[src/rtl/nubus_master_arbiter_if.sv]
// Bundle between NUM_REQ local requesters, the arbiter, and the nubus CPU-side master port.
// master modport is the arbiter's view; slave modport is the requester/nubus-master view.
interface nubus_master_arbiter_if #(
   parameter int NUM_REQ = 2
);
   localparam int GW = $clog2(NUM_REQ);

   logic [NUM_REQ-1:0]    req_valid;
   logic [32*NUM_REQ-1:0] req_addr;
   logic [32*NUM_REQ-1:0] req_wdata;
   logic [4*NUM_REQ-1:0]  req_write;
   logic [NUM_REQ-1:0]    req_lock;
   logic [NUM_REQ-1:0]    req_ready;
   logic [31:0]           req_rdata;
   logic [GW-1:0]         req_grant;

   logic                  cpu_valid;
   logic [31:0]           cpu_addr;
   logic [31:0]           cpu_wdata;
   logic [3:0]            cpu_write;
   logic                  cpu_lock;
   logic                  cpu_ready;
   logic [31:0]           cpu_rdata;

   modport master (
      input  req_valid, req_addr, req_wdata, req_write, req_lock, cpu_ready, cpu_rdata,
      output req_ready, req_rdata, req_grant,
             cpu_valid, cpu_addr, cpu_wdata, cpu_write, cpu_lock
   );

   modport slave (
      output req_valid, req_addr, req_wdata, req_write, req_lock, cpu_ready, cpu_rdata,
      input  req_ready, req_rdata, req_grant,
             cpu_valid, cpu_addr, cpu_wdata, cpu_write, cpu_lock
   );
endinterface

[src/rtl/nubus_master_arbiter.sv]
// Shares the nubus CPU-side master port among NUM_REQ requesters with round-robin grant and lock hold.
// Build option NUBUS_ARB_FIXED_PRIO_EN: IDLE arbitration becomes fixed priority (lowest index wins).
//
// state | meaning
// IDLE  | nothing outstanding; arbitrate among req_valid
// ISSUE | cpu_valid high with latched fields; wait for cpu_ready
// DONE  | one-cycle req_ready pulse to the granted requester
// HOLD  | bus locked; only req_grant's requester may issue
module nubus_master_arbiter #(
   parameter int NUM_REQ = 2
) (
   input logic                   nub_clkn,
   input logic                   nub_resetn,
   nubus_master_arbiter_if.master bus
);
   localparam int GW = $clog2(NUM_REQ);

   localparam logic [1:0] IDLE  = 2'd0;
   localparam logic [1:0] ISSUE = 2'd1;
   localparam logic [1:0] DONE  = 2'd2;
   localparam logic [1:0] HOLD  = 2'd3;

   logic [1:0]    state;
   logic [GW-1:0] grant;
   logic [GW-1:0] win;
   logic [GW-1:0] src;
   logic          any;
   int unsigned   idx;
   logic [31:0]   sel_addr;
   logic [31:0]   sel_wdata;
   logic [3:0]    sel_write;
   logic          sel_lock;

   assign bus.req_grant = grant;

   // Scan from lowest to highest priority so the last hit is the winner.
   always_comb begin
      win = grant;
      any = 1'b0;
      idx = 0;
`ifdef NUBUS_ARB_FIXED_PRIO_EN
      for (int i = NUM_REQ - 1; i >= 0; i--) begin
         if (bus.req_valid[GW'(i)]) begin
            win = GW'(i);
            any = 1'b1;
         end
      end
`else
      for (int k = NUM_REQ; k >= 1; k--) begin
         idx = (int'(grant) + k) % NUM_REQ;
         if (bus.req_valid[GW'(idx)]) begin
            win = GW'(idx);
            any = 1'b1;
         end
      end
`endif
   end

   // HOLD re-issues for the locked owner; IDLE issues for the arbitration winner.
   always_comb begin
      src       = (state == HOLD) ? grant : win;
      sel_addr  = '0;
      sel_wdata = '0;
      sel_write = '0;
      sel_lock  = 1'b0;
      for (int i = 0; i < NUM_REQ; i++) begin
         if (src == GW'(i)) begin
            sel_addr  = bus.req_addr[32*i +: 32];
            sel_wdata = bus.req_wdata[32*i +: 32];
            sel_write = bus.req_write[4*i +: 4];
            sel_lock  = bus.req_lock[i];
         end
      end
   end

   always_ff @(posedge nub_clkn or negedge nub_resetn) begin
      if (!nub_resetn) begin
         state         <= IDLE;
         grant         <= GW'(NUM_REQ - 1);
         bus.cpu_valid <= 1'b0;
         bus.cpu_addr  <= '0;
         bus.cpu_wdata <= '0;
         bus.cpu_write <= '0;
         bus.cpu_lock  <= 1'b0;
         bus.req_ready <= '0;
         bus.req_rdata <= '0;
      end else begin
         case (state)
            IDLE: begin
               bus.cpu_valid <= 1'b0;
               if (any) begin
                  bus.cpu_addr  <= sel_addr;
                  bus.cpu_wdata <= sel_wdata;
                  bus.cpu_write <= sel_write;
                  bus.cpu_lock  <= sel_lock;
                  bus.cpu_valid <= 1'b1;
                  grant         <= win;
                  state         <= ISSUE;
               end
            end
            ISSUE: begin
               if (bus.cpu_ready) begin
                  bus.cpu_valid        <= 1'b0;
                  bus.req_rdata        <= bus.cpu_rdata;
                  bus.req_ready[grant] <= 1'b1;
                  state                <= DONE;
               end
            end
            DONE: begin
               bus.req_ready <= '0;
               state         <= bus.cpu_lock ? HOLD : IDLE;
            end
            HOLD: begin
               if (!bus.req_lock[grant]) begin
                  bus.cpu_lock <= 1'b0;
                  state        <= IDLE;
               end else if (bus.req_valid[grant]) begin
                  bus.cpu_addr  <= sel_addr;
                  bus.cpu_wdata <= sel_wdata;
                  bus.cpu_write <= sel_write;
                  bus.cpu_valid <= 1'b1;
                  state         <= ISSUE;
               end
            end
            default: state <= IDLE;
         endcase
      end
   end
endmodule

[src/flat_wrapper.sv]
// flat-port wrapper written by rule: the top's interface ports become plain ports
module nubus_master_arbiter_flat 
#(
   parameter int NUM_REQ = 2
)
  (nub_clkn, nub_resetn, bus_req_valid, bus_req_addr, bus_req_wdata, bus_req_write, bus_req_lock, bus_cpu_ready, bus_cpu_rdata, bus_req_ready, bus_req_rdata, bus_req_grant, bus_cpu_valid, bus_cpu_addr, bus_cpu_wdata, bus_cpu_write, bus_cpu_lock);
  nubus_master_arbiter_if #(.NUM_REQ(NUM_REQ)) bus_i ();
  input logic nub_clkn;
  input logic nub_resetn;
  input wire logic [$bits(bus_i.req_valid)-1:0] bus_req_valid;
  input wire logic [$bits(bus_i.req_addr)-1:0] bus_req_addr;
  input wire logic [$bits(bus_i.req_wdata)-1:0] bus_req_wdata;
  input wire logic [$bits(bus_i.req_write)-1:0] bus_req_write;
  input wire logic [$bits(bus_i.req_lock)-1:0] bus_req_lock;
  input wire logic [$bits(bus_i.cpu_ready)-1:0] bus_cpu_ready;
  input wire logic [$bits(bus_i.cpu_rdata)-1:0] bus_cpu_rdata;
  output wire logic [$bits(bus_i.req_ready)-1:0] bus_req_ready;
  output wire logic [$bits(bus_i.req_rdata)-1:0] bus_req_rdata;
  output wire logic [$bits(bus_i.req_grant)-1:0] bus_req_grant;
  output wire logic [$bits(bus_i.cpu_valid)-1:0] bus_cpu_valid;
  output wire logic [$bits(bus_i.cpu_addr)-1:0] bus_cpu_addr;
  output wire logic [$bits(bus_i.cpu_wdata)-1:0] bus_cpu_wdata;
  output wire logic [$bits(bus_i.cpu_write)-1:0] bus_cpu_write;
  output wire logic [$bits(bus_i.cpu_lock)-1:0] bus_cpu_lock;
  assign bus_i.req_valid = bus_req_valid;
  assign bus_i.req_addr = bus_req_addr;
  assign bus_i.req_wdata = bus_req_wdata;
  assign bus_i.req_write = bus_req_write;
  assign bus_i.req_lock = bus_req_lock;
  assign bus_i.cpu_ready = bus_cpu_ready;
  assign bus_i.cpu_rdata = bus_cpu_rdata;
  assign bus_req_ready = bus_i.req_ready;
  assign bus_req_rdata = bus_i.req_rdata;
  assign bus_req_grant = bus_i.req_grant;
  assign bus_cpu_valid = bus_i.cpu_valid;
  assign bus_cpu_addr = bus_i.cpu_addr;
  assign bus_cpu_wdata = bus_i.cpu_wdata;
  assign bus_cpu_write = bus_i.cpu_write;
  assign bus_cpu_lock = bus_i.cpu_lock;
  nubus_master_arbiter #(.NUM_REQ(NUM_REQ)) u_core (.nub_clkn(nub_clkn), .nub_resetn(nub_resetn), .bus(bus_i));
endmodule
[config.mk]
export PLATFORM = sky130hd
export DESIGN_NAME = nubus_master_arbiter_flat
export DESIGN_NICKNAME = d
export VERILOG_FILES = /design/src/rtl/nubus_master_arbiter_if.sv /design/src/rtl/nubus_master_arbiter.sv /design/src/flat_wrapper.sv
export SDC_FILE = /design/constraint.sdc
export NUM_CORES = 1
export LEC_CHECK = 0
export BUFFER_PORTS_ARGS = -buffer_cell sky130_fd_sc_hd__buf_2
export CORE_MARGIN = 3
export CORE_UTILIZATION = 45
export CTS_BUF_LIST = sky130_fd_sc_hd__clkbuf_8 sky130_fd_sc_hd__clkbuf_16
export DETAILED_ROUTE_END_ITERATION = 8
export PLACE_DENSITY = 0.88
export SKIP_CTS_REPAIR_TIMING = 1
export SLEW_MARGIN = 15
export SYNTH_ARGS = -nofsm -noshare
export SYNTH_HDL_FRONTEND = slang
export SYNTH_SLANG_ARGS = --single-unit
[constraint.sdc]
create_clock -name nub_clkn -period 3.13 [get_ports nub_clkn]
set_clock_uncertainty 0.15 [all_clocks]
set_input_delay 0.626 -clock nub_clkn [delete_from_list [all_inputs] [get_ports nub_clkn]]
set_output_delay 0.626 -clock nub_clkn [all_outputs]
set_load 0.02 [all_outputs]
# Word level (Yosys, flattened, before mapping)

Cells that the tools add are included.

Register bits: 107
Word-level logic and storage cells: 84
Bits of input ports: 175
Output and inout port bits: 105

Bitwise gates (word level): 1
Equal/unequal tests: 9
Multiplexer cells: 47
Reduce and logical (&&, ||, !) cells: 12
Add/sub/neg operators: 2
Order comparisons: 4

Operators with widths:

| cell                                                                     | count |
|---|---|
| 32-bit 2-to-1 mux                                                        | 8 |
| 32-bit case mux with 2 select lines                                      | 2 |
| 1-bit 2-to-1 mux                                                         | 21 |
| 4-bit 2-to-1 mux                                                         | 4 |
| 2-bit 2-to-1 mux                                                         | 6 |
| 2-bit inequality test (second input constant)                            | 4 |
| 2-bit case mux with 4 select lines                                       | 1 |
| 4-bit case mux with 2 select lines                                       | 1 |
| 4-bit AND reduction                                                      | 2 |
| 1-bit by 2-bit < comparator with 1-bit output (second input constant)    | 3 |
| 2-bit AND reduction                                                      | 3 |
| 3-bit AND reduction                                                      | 2 |
| 2-bit equality test (second input constant)                              | 2 |
| 2-bit case mux with 2 select lines                                       | 1 |
| 2-bit nonzero test                                                       | 2 |
| 3-bit inequality test (second input constant)                            | 1 |
| 1-bit case mux with 3 select lines                                       | 1 |
| 3-bit nonzero test                                                       | 1 |
| 1-bit adder (second input constant)                                      | 2 |
| 2-bit by 1-bit equality test with 1-bit output (second input constant)   | 1 |
| 2-bit logical NOT                                                        | 1 |
| 2-bit by 1-bit inequality test with 1-bit output (second input constant) | 1 |
| 2-bit OR                                                                 | 1 |
| 1-bit case mux with 2 select lines                                       | 1 |
| other kinds (3)                                                          | 3 |

# Depth between registers and ports, before layout

Depth after elaboration: 10
Mapped depth: 8
Mapped depth without buffers: 4

# Worst setup path before layout

Ideal clock, no wire load.

Path type: reg-to-reg
From: reg u_core.grant (netlist: u_core.bus.req_grant)
To: reg u_core.bus.cpu_addr[0] in the netlist's numbering
Cell stages (with the launch flop): 8
Period minus slack after synthesis: 2.274 ns
Library setup time: 0.125 ns
Slack: 0.856 ns
Arrival: 1.999 ns
Buffers on the path: 3
Cells stage by stage: dfstp_2 -> buf_6 -> and2b_2 -> a22oi_4 -> buf_6 -> buf_6 -> mux2_1 -> mux2_2

Word-level cells in the longest chain between the ends: 10

Ends and longest elaborated chain:

| element                                              | RTL line                      | text |
|---|---|---|
| start, declared                                      | nubus_master_arbiter.sv:24    | `logic [GW-1:0] grant;` |
| start signal, assigned                               | nubus_master_arbiter.sv:79    | `grant <= GW'(NUM_REQ - 1);` |
| start signal, assigned                               | nubus_master_arbiter.sv:97    | `grant <= win;` |
| 1-bit adder                                          | nubus_master_arbiter.sv:50    | `idx = (int'(grant) + k) % NUM_REQ;` |
| 1-bit 2-to-1 mux (not written as such) (2 in series) | nubus_master_arbiter.sv:51    | `if (bus.req_valid[GW'(idx)]) begin` |
| 1-bit 2-to-1 mux (2 in series)                       | nubus_master_arbiter.sv:51    |  |
| 1-bit 2-to-1 mux                                     | nubus_master_arbiter.sv:61    | `src = (state == HOLD) ? grant : win;` |
| 32-bit 2-to-1 mux                                    | nubus_master_arbiter.sv:67    | `if (src == GW'(i)) begin` |
| 32-bit 2-to-1 mux                                    | nubus_master_arbiter.sv:117   | `end else if (bus.req_valid[grant]) begin` |
| 32-bit 2-to-1 mux                                    | nubus_master_arbiter.sv:114   | `if (!bus.req_lock[grant]) begin` |
| 32-bit case mux with 2 select lines                  | nubus_master_arbiter.sv:88    | `case (state)` |
| end signal, assigned                                 | nubus_master_arbiter.sv:92    | `bus.cpu_addr <= sel_addr;` |
| end signal, assigned                                 | nubus_master_arbiter.sv:118   | `bus.cpu_addr <= sel_addr;` |
| end, declared                                        | nubus_master_arbiter_if.sv:28 | `cpu_valid, cpu_addr, cpu_wdata, cpu_write, cpu_lock` |

Several ways; a longest one is shown, not always the timed one. The select of a mux whose other input is x is not followed.
A chain may end at the register's enable or synchronous reset.

# Worst setup path after layout

From: reg u_core.grant (netlist: u_core.bus.req_grant)
To: reg u_core.bus.cpu_addr[9] in the netlist's numbering

The elaborated chain is that of the path after synthesis.

==> summary.md <==
| Metric | Value |
|---|---|
| Critical path class | reg -> reg |
| Commonest non-fill, non-tap cell in the layout | buf_2 |
| Vias in the first global route | 4042 |
| DR pass1 iterations | 4 |
| Synth-to-Final Area Change | 33.1% |
| Worst IR Drop VDD | 638 uV |
| Layout cell share with drive strength beyond 1 | 75.8% |
| Fin. Hold Viols | 0 |
| Mean routed wirelength per cell | 16.0 microns |
| Hold_ws | 0.120 ns |
| Arr. time, crit path | 2.39 ns |
| Worst setup EP type | register |
| Final Worst Setup Slack | 0.839 ns |
| Vias/cell | 4.98 |
| Most frequent cells in the layout | 278 x buf_2, 159 x mux2_2, 106 x dfrtp_1, 9 x mux2_1, 9 x clkbuf_8 |
| RSZ-0062 raised after global routing | false |
| Core Region | 10600 sq um |
| Pwr dens | 1080 nW/um^2 |
| CTS buffer count | 9 |
| Via count | 3744 |
| Detailed placement HPWL | 9590 microns |
| DRC viols | 0 |
| Sequential share of the synthesized area | 53.8% |
| Setup violators final | 0 |
| Nets | 786 |
| Mapped Cells | 338 |
| # H-tree levels | 3 |
| Fmax | 0.437 GHz |
| Max-cap violations | 0 |
| DIE WIDTH | 111 microns |
| Worst-path clk slew | 0.10 ns |
| Rel. slew slack | 48.4% |
| Routed WL | 12000 microns |
| CTS tree | built |
| Syn nets | 513 |
| Area leader, netlist | dfrtp_1 |
| Final GP Congestion | 0.831 |
| Yosys top cell area share | 53.3% |
| Die Height | 111 microns |
| Boundary pin count | 280 |
| Sum of negative setup slack | 0 ns |
| Iter 0 DRT Violations | 102 |
| Largest net degree at the start of global routing | 57 |
| Diodes inserted | 0 |
| Global-route usage over all layers | 19.2% |
| Clock Tree Root | clkbuf_8 |
| Critical path peak fanout | 22 |
| Num rows | 37 |
| Reg-to-Reg Start | u_core.bus.req_grant |
| Post-synth cell types | 31 |
| Status | finished clean |
| Initial antenna violation count | 0 |
| Post-Syn Area | 4980 sq um |
| Minimum clock period | 2.29 ns |
| Mapped Avg Cell Area | 14.7 sq um |
| Hold crit path type | in -> async |
| Reg2Reg Capture Point | u_core.bus.cpu_addr[9] |
| Clk_lat worst skew | 0.35 ns |
| Yosys reg bits | 107 |
| Leading post-synthesis cells by cell area | dfrtp_1 53%, mux2_2 36%, mux2_1 2.0% |
| FF-to-FF path depth | 5 |
| Worst-Margin Slew | 0.774 ns |
| I/O Buffers | 279 |
| Reg2reg setup slack | 0.84 ns |
| Die Area | 12400 sq um |
| Antenna Violating Nets Remaining | 0 |
| GRT overflow | 0 |
| Initial Util | 47.2% |
| Startpoint Class | register |
| Critical Path RT | 3.23 ns |
| Static leakage | 3.25 nW |
| DP Worst Slack | 0.652 ns |
| Clock tree buffer depth | 2 |
| CTS sink count | 107 |
| Global-route wire length before repair | 19300 microns |
| Fin. max-slew vios | 0 |
| Fin crit share | 73.2% |
| Synth warn | 0 |
## worst max-delay path, cell delays in order (launching register included)
cell and delay (ns):
dfstp_2 0.66, and2b_2 0.27, a22oi_4 0.16, buf_4 0.32
mux2_2 0.37, mux2_2 0.26
## Yosys cell counts
library cell and instances:
a211oi_1 2, a21bo_2 1, a21oi_1 1, a22o_1 1, a22oi_4 1, a2bb2oi_1 1
a31oi_1 2, and2b_2 1, and3_1 1, buf_2 10, buf_4 5, buf_6 5
clkbuf_1 2, dfrtp_1 106, dfstp_2 1, inv_1 4, mux2_1 9, mux2_2 159
nand2_1 4, nand2_2 1, nand2b_1 2, nand3b_1 1, nor2_1 3, nor2b_1 1
o21a_1 1, o21ai_0 7, o21bai_1 1, o22ai_1 1, o311a_1 1, o31ai_1 1
or2_2 2
## area by class of cell
class,instances,area [sq um]
timing repair buffer,284,1460
clock buffer,9,124
sequential,107,2680
clock inverter,7,45.0
inverter,4,15.0
multi-input combinational,205,2130
tap,136,170
fill,829,3930
## where the power goes
group | switching, mW | internal, mW
clock network | 0.465 | 0.287
registers | 0.407 | 2.11
logic | 2.02 | 1.84
## layer usage
metal	wire, microns	vias up	share of wire (%)	GRT usage, %
met3	1110	15	9.3	6.71
met2	6400	180	53	35.3
met1	4360	1791	36	20.9
li1	-	1758	-	-
met4	132	0	1.1	5.27
met5	0	-	0	0
## state kept, by name, summed over array words and instances (netlist names)
| name | cells |
|---|---|
| u_core.bus.cpu_addr | 32 |
| u_core.bus.cpu_lock | 1 |
| u_core.bus.cpu_valid | 1 |
| u_core.bus.cpu_wdata | 32 |
| u_core.bus.cpu_write | 4 |
| u_core.bus.req_grant | 1 |
| u_core.bus.req_rdata | 32 |
| u_core.bus.req_ready | 2 |
| u_core.state | 2 |
## stage by stage
| step | cell area, sq um | util (%) | total power [mW] | instances |
|---|---|---|---|---|
| floorplan | 4980 | - | 5.31 | 338 |
| global placement | 6460 | 61.2 | 6.30 | 736 |
| detailed placement | 6460 | 61.2 | 6.47 | 736 |
| CTS | 6630 | 62.8 | 7.22 | 752 |
| global route | 6630 | 62.8 | 7.60 | 752 |
| finish | 6630 | 62.8 | 7.13 | 752 |
## cell families (layout without fill, tap and decap cells)
logic type | Yosys count | in the layout | share of synthesized area (%)
flops | 107 | 107 | 53.8
mux | 168 | 168 | 38.0
buf+inv | 26 | 304 | 3.34
simple gates | 16 | 16 | 1.73
compound gates | 21 | 21 | 3.12
## worst max-delay path by stage
| stage | cells after the start | slack [ns] | from | to |
|---|---|---|---|---|
| floorplan | 7 | 0.86 | u_core.bus.req_grant | u_core.bus.cpu_addr[0] |
| detailed placement | 6 | 0.65 | bus_req_valid[0] | u_core.bus.cpu_wdata[12] |
| CTS | 5 | 0.83 | u_core.bus.req_grant | u_core.bus.cpu_addr[5] |
| global placement | 6 | 0.68 | bus_req_valid[0] | u_core.bus.cpu_addr[12] |
| global route | 5 | 0.74 | u_core.state[0] | u_core.bus.cpu_wdata[20] |
| finish | 5 | 0.84 | u_core.bus.req_grant | u_core.bus.cpu_addr[9] |
Note: power is estimated with default switching activity, not from simulation.
